**config.mk**
```make
export PLATFORM = sky130hd
export DESIGN_NAME = opposite_counter_array
export DESIGN_NICKNAME = d
export VERILOG_FILES = /design/src/rtl/opposite_counter_array.sv
export SDC_FILE = /design/constraint.sdc
export NUM_CORES = 1
export LEC_CHECK = 0
export ABC_CLOCK_PERIOD_IN_PS = 2800
export CAP_MARGIN = 10
export CORE_ASPECT_RATIO = 0.9
export CORE_MARGIN = 2
export CORE_UTILIZATION = 45
export CTS_BUF_LIST = sky130_fd_sc_hd__clkbuf_4 sky130_fd_sc_hd__clkbuf_8 sky130_fd_sc_hd__clkbuf_16
export CTS_CLUSTER_SIZE = 14
export DETAILED_ROUTE_END_ITERATION = 10
export PLACE_DENSITY = 0.68
export SLEW_MARGIN = 15
export SYNTH_ARGS = -nofsm -noshare
export SYNTH_HDL_FRONTEND = slang
export SYNTH_SLANG_ARGS = --single-unit
```
**constraint.sdc**
```tcl
create_clock -name clk -period 2.8 [get_ports clk]
set_input_delay 0.56 -clock clk [delete_from_list [all_inputs] [get_ports clk]]
set_output_delay 0.56 -clock clk [all_outputs]
set_load 0.1 [all_outputs]
```
**src/rtl/opposite_counter_array.sv**
```systemverilog
`default_nettype none
// ============================================================================
//  Module      : opposite_counter_array
//  Description : NUM_CH channels, each holding an explicit value v[i] and an
//                implicit complement imp[i]. Per-channel INC/DEC/LOAD through
//                a valid/ready command port, wrap or saturate arithmetic, and
//                a multi-cycle clear-all walk that resets one channel per
//                cycle. out[i] = v[i] & ~imp[i], which equals v[i] whenever
//                the complement relationship holds.
//                Optional macro OPPOSITE_CNT_CHECK_EN adds a sticky inv_err
//                output and an assertion on imp[i] != ~v[i].
//  Revision    : 1.0  initial release
// ============================================================================
module opposite_counter_array #(
   parameter int WIDTH  = 4,
   parameter int NUM_CH = 4,
   parameter int CH_W   = 2,
   parameter int SAT    = 0
) (
   input  logic                      clk,
   input  logic                      rst_n,
   input  logic                      cmd_valid,
   output logic                      cmd_ready,
   input  logic [1:0]                cmd_op,
   input  logic [CH_W-1:0]           cmd_ch,
   input  logic [WIDTH-1:0]          cmd_data,
   input  logic                      clr_all,
   output logic [NUM_CH*WIDTH-1:0]   out,
   output logic                      busy,
   output logic                      bad_ch
`ifdef OPPOSITE_CNT_CHECK_EN
   ,
   output logic                      inv_err
`endif
);

   localparam logic [1:0]       C_OP_NOP  = 2'b00;
   localparam logic [1:0]       C_OP_INC  = 2'b01;
   localparam logic [1:0]       C_OP_DEC  = 2'b10;
   localparam logic [1:0]       C_OP_LOAD = 2'b11;
   localparam logic [WIDTH-1:0] C_MAX     = {WIDTH{1'b1}};
   localparam logic [WIDTH-1:0] C_ZERO    = {WIDTH{1'b0}};

   typedef enum logic [0:0] {
      ST_IDLE  = 1'b0,
      ST_CLEAR = 1'b1
   } state_e;

   state_e            state_q;
   logic [CH_W-1:0]   ptr_q;
   logic [WIDTH-1:0]  v_q   [NUM_CH];
   logic [WIDTH-1:0]  imp_q [NUM_CH];
   logic              bad_ch_q;

   logic              w_accept;
   logic              w_ch_ok;
   logic [WIDTH-1:0]  w_v_cur;
   logic [WIDTH-1:0]  w_imp_cur;
   logic [WIDTH-1:0]  w_v_d;
   logic [WIDTH-1:0]  w_imp_d;

   assign cmd_ready = (state_q == ST_IDLE) & ~clr_all;
   assign busy      = (state_q == ST_CLEAR);
   assign bad_ch    = bad_ch_q;
   assign w_accept  = cmd_valid & cmd_ready;
   assign w_ch_ok   = (32'(cmd_ch) < NUM_CH);

   // Select the addressed channel without indexing past the array end.
   always_comb begin
      w_v_cur   = C_ZERO;
      w_imp_cur = C_MAX;
      for (int i = 0; i < NUM_CH; i++) begin
         if (CH_W'(i) == cmd_ch) begin
            w_v_cur   = v_q[i];
            w_imp_cur = imp_q[i];
         end
      end
   end

   // Next value/complement pair for the addressed channel; both move together,
   // and the complement is advanced from its own register, not derived from v.
   always_comb begin
      w_v_d   = w_v_cur;
      w_imp_d = w_imp_cur;
      case (cmd_op)
         C_OP_INC: begin
            if (!((SAT != 0) && (w_v_cur == C_MAX))) begin
               w_v_d   = w_v_cur + WIDTH'(1);
               w_imp_d = w_imp_cur - WIDTH'(1);
            end
         end
         C_OP_DEC: begin
            if (!((SAT != 0) && (w_v_cur == C_ZERO))) begin
               w_v_d   = w_v_cur - WIDTH'(1);
               w_imp_d = w_imp_cur + WIDTH'(1);
            end
         end
         C_OP_LOAD: begin
            w_v_d   = cmd_data;
            w_imp_d = ~cmd_data;
         end
         C_OP_NOP: begin
            w_v_d   = w_v_cur;
            w_imp_d = w_imp_cur;
         end
         default: begin
            w_v_d   = w_v_cur;
            w_imp_d = w_imp_cur;
         end
      endcase
   end

   // Control FSM plus channel storage: commands in IDLE, one channel cleared per cycle in CLEAR.
   always_ff @(posedge clk or negedge rst_n) begin
      if (!rst_n) begin
         state_q  <= ST_IDLE;
         ptr_q    <= '0;
         bad_ch_q <= 1'b0;
         for (int i = 0; i < NUM_CH; i++) begin
            v_q[i]   <= C_ZERO;
            imp_q[i] <= C_MAX;
         end
      end else begin
         case (state_q)
            ST_IDLE: begin
               if (clr_all) begin
                  state_q <= ST_CLEAR;
                  ptr_q   <= '0;
               end else if (w_accept) begin
                  if (!w_ch_ok) begin
                     bad_ch_q <= 1'b1;
                  end else begin
                     for (int i = 0; i < NUM_CH; i++) begin
                        if (CH_W'(i) == cmd_ch) begin
                           v_q[i]   <= w_v_d;
                           imp_q[i] <= w_imp_d;
                        end
                     end
                  end
               end
            end
            ST_CLEAR: begin
               for (int i = 0; i < NUM_CH; i++) begin
                  if (CH_W'(i) == ptr_q) begin
                     v_q[i]   <= C_ZERO;
                     imp_q[i] <= C_MAX;
                  end
               end
               ptr_q <= ptr_q + CH_W'(1);
               if (32'(ptr_q) == NUM_CH - 1) begin
                  state_q <= ST_IDLE;
               end
            end
            default: begin
               state_q <= ST_IDLE;
            end
         endcase
      end
   end

   generate
      for (genvar g = 0; g < NUM_CH; g++) begin : g_out
         assign out[g*WIDTH +: WIDTH] = v_q[g] & ~imp_q[g];
      end
   endgenerate

`ifdef OPPOSITE_CNT_CHECK_EN
   logic [NUM_CH-1:0] w_mismatch;
   logic              inv_err_q;

   generate
      for (genvar g = 0; g < NUM_CH; g++) begin : g_chk
         assign w_mismatch[g] = (imp_q[g] != ~v_q[g]);
      end
   endgenerate

   // Sticky flag raised the cycle after any channel loses its complement pairing.
   always_ff @(posedge clk or negedge rst_n) begin
      if (!rst_n) begin
         inv_err_q <= 1'b0;
      end else if (|w_mismatch) begin
         inv_err_q <= 1'b1;
      end
   end

   assign inv_err = inv_err_q;

   a_invariant : assert property (@(posedge clk) disable iff (!rst_n) (w_mismatch == '0));
`endif

endmodule
`default_nettype wire

```
==> implementation parameters <==
Parameter                              Value

Yosys
  Sequential-to-total area share from yosys stat    between 30% and 40%
  Synthesized flop and latch total    35
  Post-synth net total    between 200 and 250
  Area of the mapped netlist    roughly 0.0022 mm^2
  Mean cell area of the mapped netlist    approximately 11 um^2
  Cell count after synthesis    approximately 210
  Dominant register cell in the synthesized netlist    dfrtp_1
  Cell taking the most area after synthesis    dfrtp_1
  Synth cell types    46
  Area share of the largest cell type after synthesis    a little over a fifth
  Synth warn    0
  Proportion of synthesized flip-flops having asynchronous set or reset    100.0%
  Top post-synthesis cells by count    21 x nand2_1, 19 x dfrtp_1, 18 x nor2b_1
  Cell with the most instances after synthesis    nand2_1
  Biggest area contributors in the synthesized netlist    dfrtp_1 21%, dfstp_2 19%, ha_1 6.1%
  EDFF count, synth    0

Layout
  Area delta synth->final    28.21%
  Total area of multi-input combinational cells    ~0.0013 mm^2
  Area of all sequential standard cells    895.9 um^2
  Fraction of final layout cells with drive strength greater than 1    35.53%
  Diode count    0
  Number of cells in the finished layout apart from fillers    338
  FILL cells    around 430
  Layout Nets    297

Power and ir drop
  Gate power share    49.8%
  Cell area power density    870.3 mW/mm^2
  Max VDD drop    between 0.0005 and 0.0006 V
  Internal Pwr Total    approximately 1.5 mW
  Register share of total power    about a third
  Leakage power    around 1.3 nW
  Sw Ratio    41.61%
  Switch Pwr    between 1 and 1.5 mW
  Portion of total power attributed to the clock network    around 15%
  Design Power    roughly 2.5 mW

Status
  Outcome    complete, no violations

Clocking
  Latest clock arrival within the worst-skew pair    0.29 ns
  Bufs on Longest Clock Path    2
  Clock root buffer    clkbuf_8
  CTS tree    yes
  Quantity of hold-fixing buffers added after cts    0
  CTS H-Tree Depth    2
  Clock transition time at the flip-flop clock pins of the worst setup and hold paths    about 0.07 ns
  Clock tree sinks    35
  Setup Buffers After CTS    0
  Inserted Clock Buffers    5

STA
  Tightest hold margin    roughly 0.50 ns
  Final worst slack    0.2242 ns
  Number of hold violations in the final report    0
  Fin crit period    between 2 and 3 ns
  RSZ-0062 raised after global routing    false
  Skew final    0.01169 ns
  Slew headroom    48.16%
  Final setup vio count    0
  Number of max-slew violations in the final report    0
  Share of the clock period used by the worst path    approximately 92%
  Actual slew at the worst max-slew pin    roughly 0.77 ns
  Fmax    between 0.3 and 0.4 GHz

Worst setup path
  CP Launch Type    primary input
  Highest-delay cell along the critical path    a211oi_1
  Dominant cell type by count on the critical path    buf_4
  Worst path required time    just over 3 ns
  Worst Path Max Fanout    10
  Buffering stage count on the worst path with inverters included    4
  Arrival time at the worst endpoint    ~2.8 ns
  Cell breakdown of the critical path    clkdlybuf4s50_1, inv_1, buf_4, ha_1, buf_4, a211oi_1, mux2_2
  Delay of the slowest critical-path stage    roughly 0.63 ns
  CP top delay family    buffers and inverters
  Kind of critical path    primary input to register
  Sort of element at the end of the critical path    register

Floorplanning
  Die Outline Area    about 0.0056 mm^2
  Die W    roughly 78 um
  Effective utilization at floorplan    between 40% and 50%
  Core area    between 0.004 and 0.005 mm^2
  Number of ports placed on the die boundary    31
  Die span in y    70.93 um
  Cell Rows    24

Drt
  DRC errors left    0
  Total routed wirelength    about 5600 um
  Initial drt markers    ~110
  Post-DR vias/cell    5.491
  Number of detailed-route iterations in the first pass    4
  ANT nets after route    0
  Via count of the routed design    1856
  WL per Instance    approximately 17 um

Placed design
  Number of port buffers    29
  Half-perimeter wire length after detailed placement    about 4300 um
  Final GP Congestion    between 0.8 and 0.9
  Post-Place Setup Slack    -0.5616 ns
  Instance count after placement with tap cells included    330

GRT
  First-pass GRT wire length    between 9000 and 10000 um
  Pin count of the biggest net entering global routing    36
  Antenna violations before repair    0
  Remaining Overflow, GRT    0
  Number of global-route vias before repair    approximately 1900
  Total GRT Usage    22.07%

Worst hold path
  Tightest Hold Check Type    register to register

Job
  Max cap viols    0
==> cell type report <==
cell class / instances / area share, %
tap: 65 / 2.832
multi-input combinational: 155 / 43.66
timing repair buffer: 62 / 17.52
inverter: 13 / 1.699
clock buffer: 7 / 2.919
sequential: 35 / 31.20
clock inverter: 1 / 0.1743
==> power by group through the flow <==
stage                     Sequential, mW  Clock, mW  Combinational (mW)
final                              0.881      0.373                1.25
after global routing               0.909      0.401                1.36
after CTS                          0.880      0.383                1.25
after detailed placement           0.889          0                1.24
after global placement             0.883          0                1.22
after floorplan                    0.861          0               0.822
==> layout by cell type (no fill, tap or decap), drive strengths merged, types with 2 or more instances in the layout <==
cell type      count
a211oi             2
a21o               2
a21oi             14
a221oi             6
a32o               4
buf               51
clkbuf             8
clkdlybuf4s50      9
dfrtp             19
dfstp             16
fa                 2
ha                11
inv               13
mux2               8
mux2i              7
mux4               6
nand2             23
nand2b             2
nor2              13
nor2b             18
nor3               3
o21ai              3
o22a               6
or2                2
or3                3
or3b               2
xnor2              4
==> routing by layer <==
layer  share of wire (%)  GRT usage (%)
met4                 1.3          7.018
met3                 4.8          3.699
met5                   0              0
met2                  47          34.29
met1                  47          31.91
==> kinds of logic (layout without fill, tap and decap cells) <==
logic type / Yosys count / after routing / share of synthesized area [%]
flip-flops: 35 / 35 / 40.00
XOR/XNOR: 4 / 4 / 1.564
buffers and inverters: 21 / 83 / 4.134
AO/OA/AOI/OAI: 45 / 45 / 15.98
other: 1 / 1 / 0.1674
adder cells (fa/ha/maj): 13 / 13 / 7.933
AND/OR/NAND/NOR: 71 / 71 / 16.20
multiplexers: 21 / 21 / 14.02
==> flip-flops by register name (all words and copies together), names as in the netlist <==
name	flops
v_q	16
imp_q	16
busy	1
ptr_q	2
==> what timing repair did <==
item	in CTS	in global routing
gates resized for setup	1	3
setup endpoints to repair	22	14
hold endpoints to repair	0	0
==> through the flow <==
stage | area (um^2) | TNS (ns) | utilization (%)
floorplan | 2242 | 0 | -
global placement | 2785 | -9.395 | 57.61
finish | 2872 | 0 | 59.39
CTS | 2873 | 0 | 59.42
detailed placement | 2785 | -10.86 | 57.61
global route | 2872 | 0 | 59.39
==> path summary, 6_finish.rpt <==
check / from / endpoint / slack, ns / depth (start not counted)
worst max-delay path: cmd_op[0] / v_q[8]$_DFFE_PN0P_ / 0.22 / 7
worst max register to register: v_q[10]$_DFFE_PN0P_ / v_q[15]$_DFFE_PN0P_ / 0.36 / 7
min in group asynchronous: rst_n / v_q[9]$_DFFE_PN0P_ / 0.68 / 2
worst min register to register: imp_q[7]$_DFFE_PN1P_ / imp_q[7]$_DFFE_PN1P_ / 0.50 / 1
worst min-delay path: imp_q[7]$_DFFE_PN1P_ / imp_q[7]$_DFFE_PN1P_ / 0.50 / 1
max in group asynchronous: rst_n / imp_q[6]$_DFFE_PN1P_ / 1.78 / 2
(Power assumes the default switching activity.)
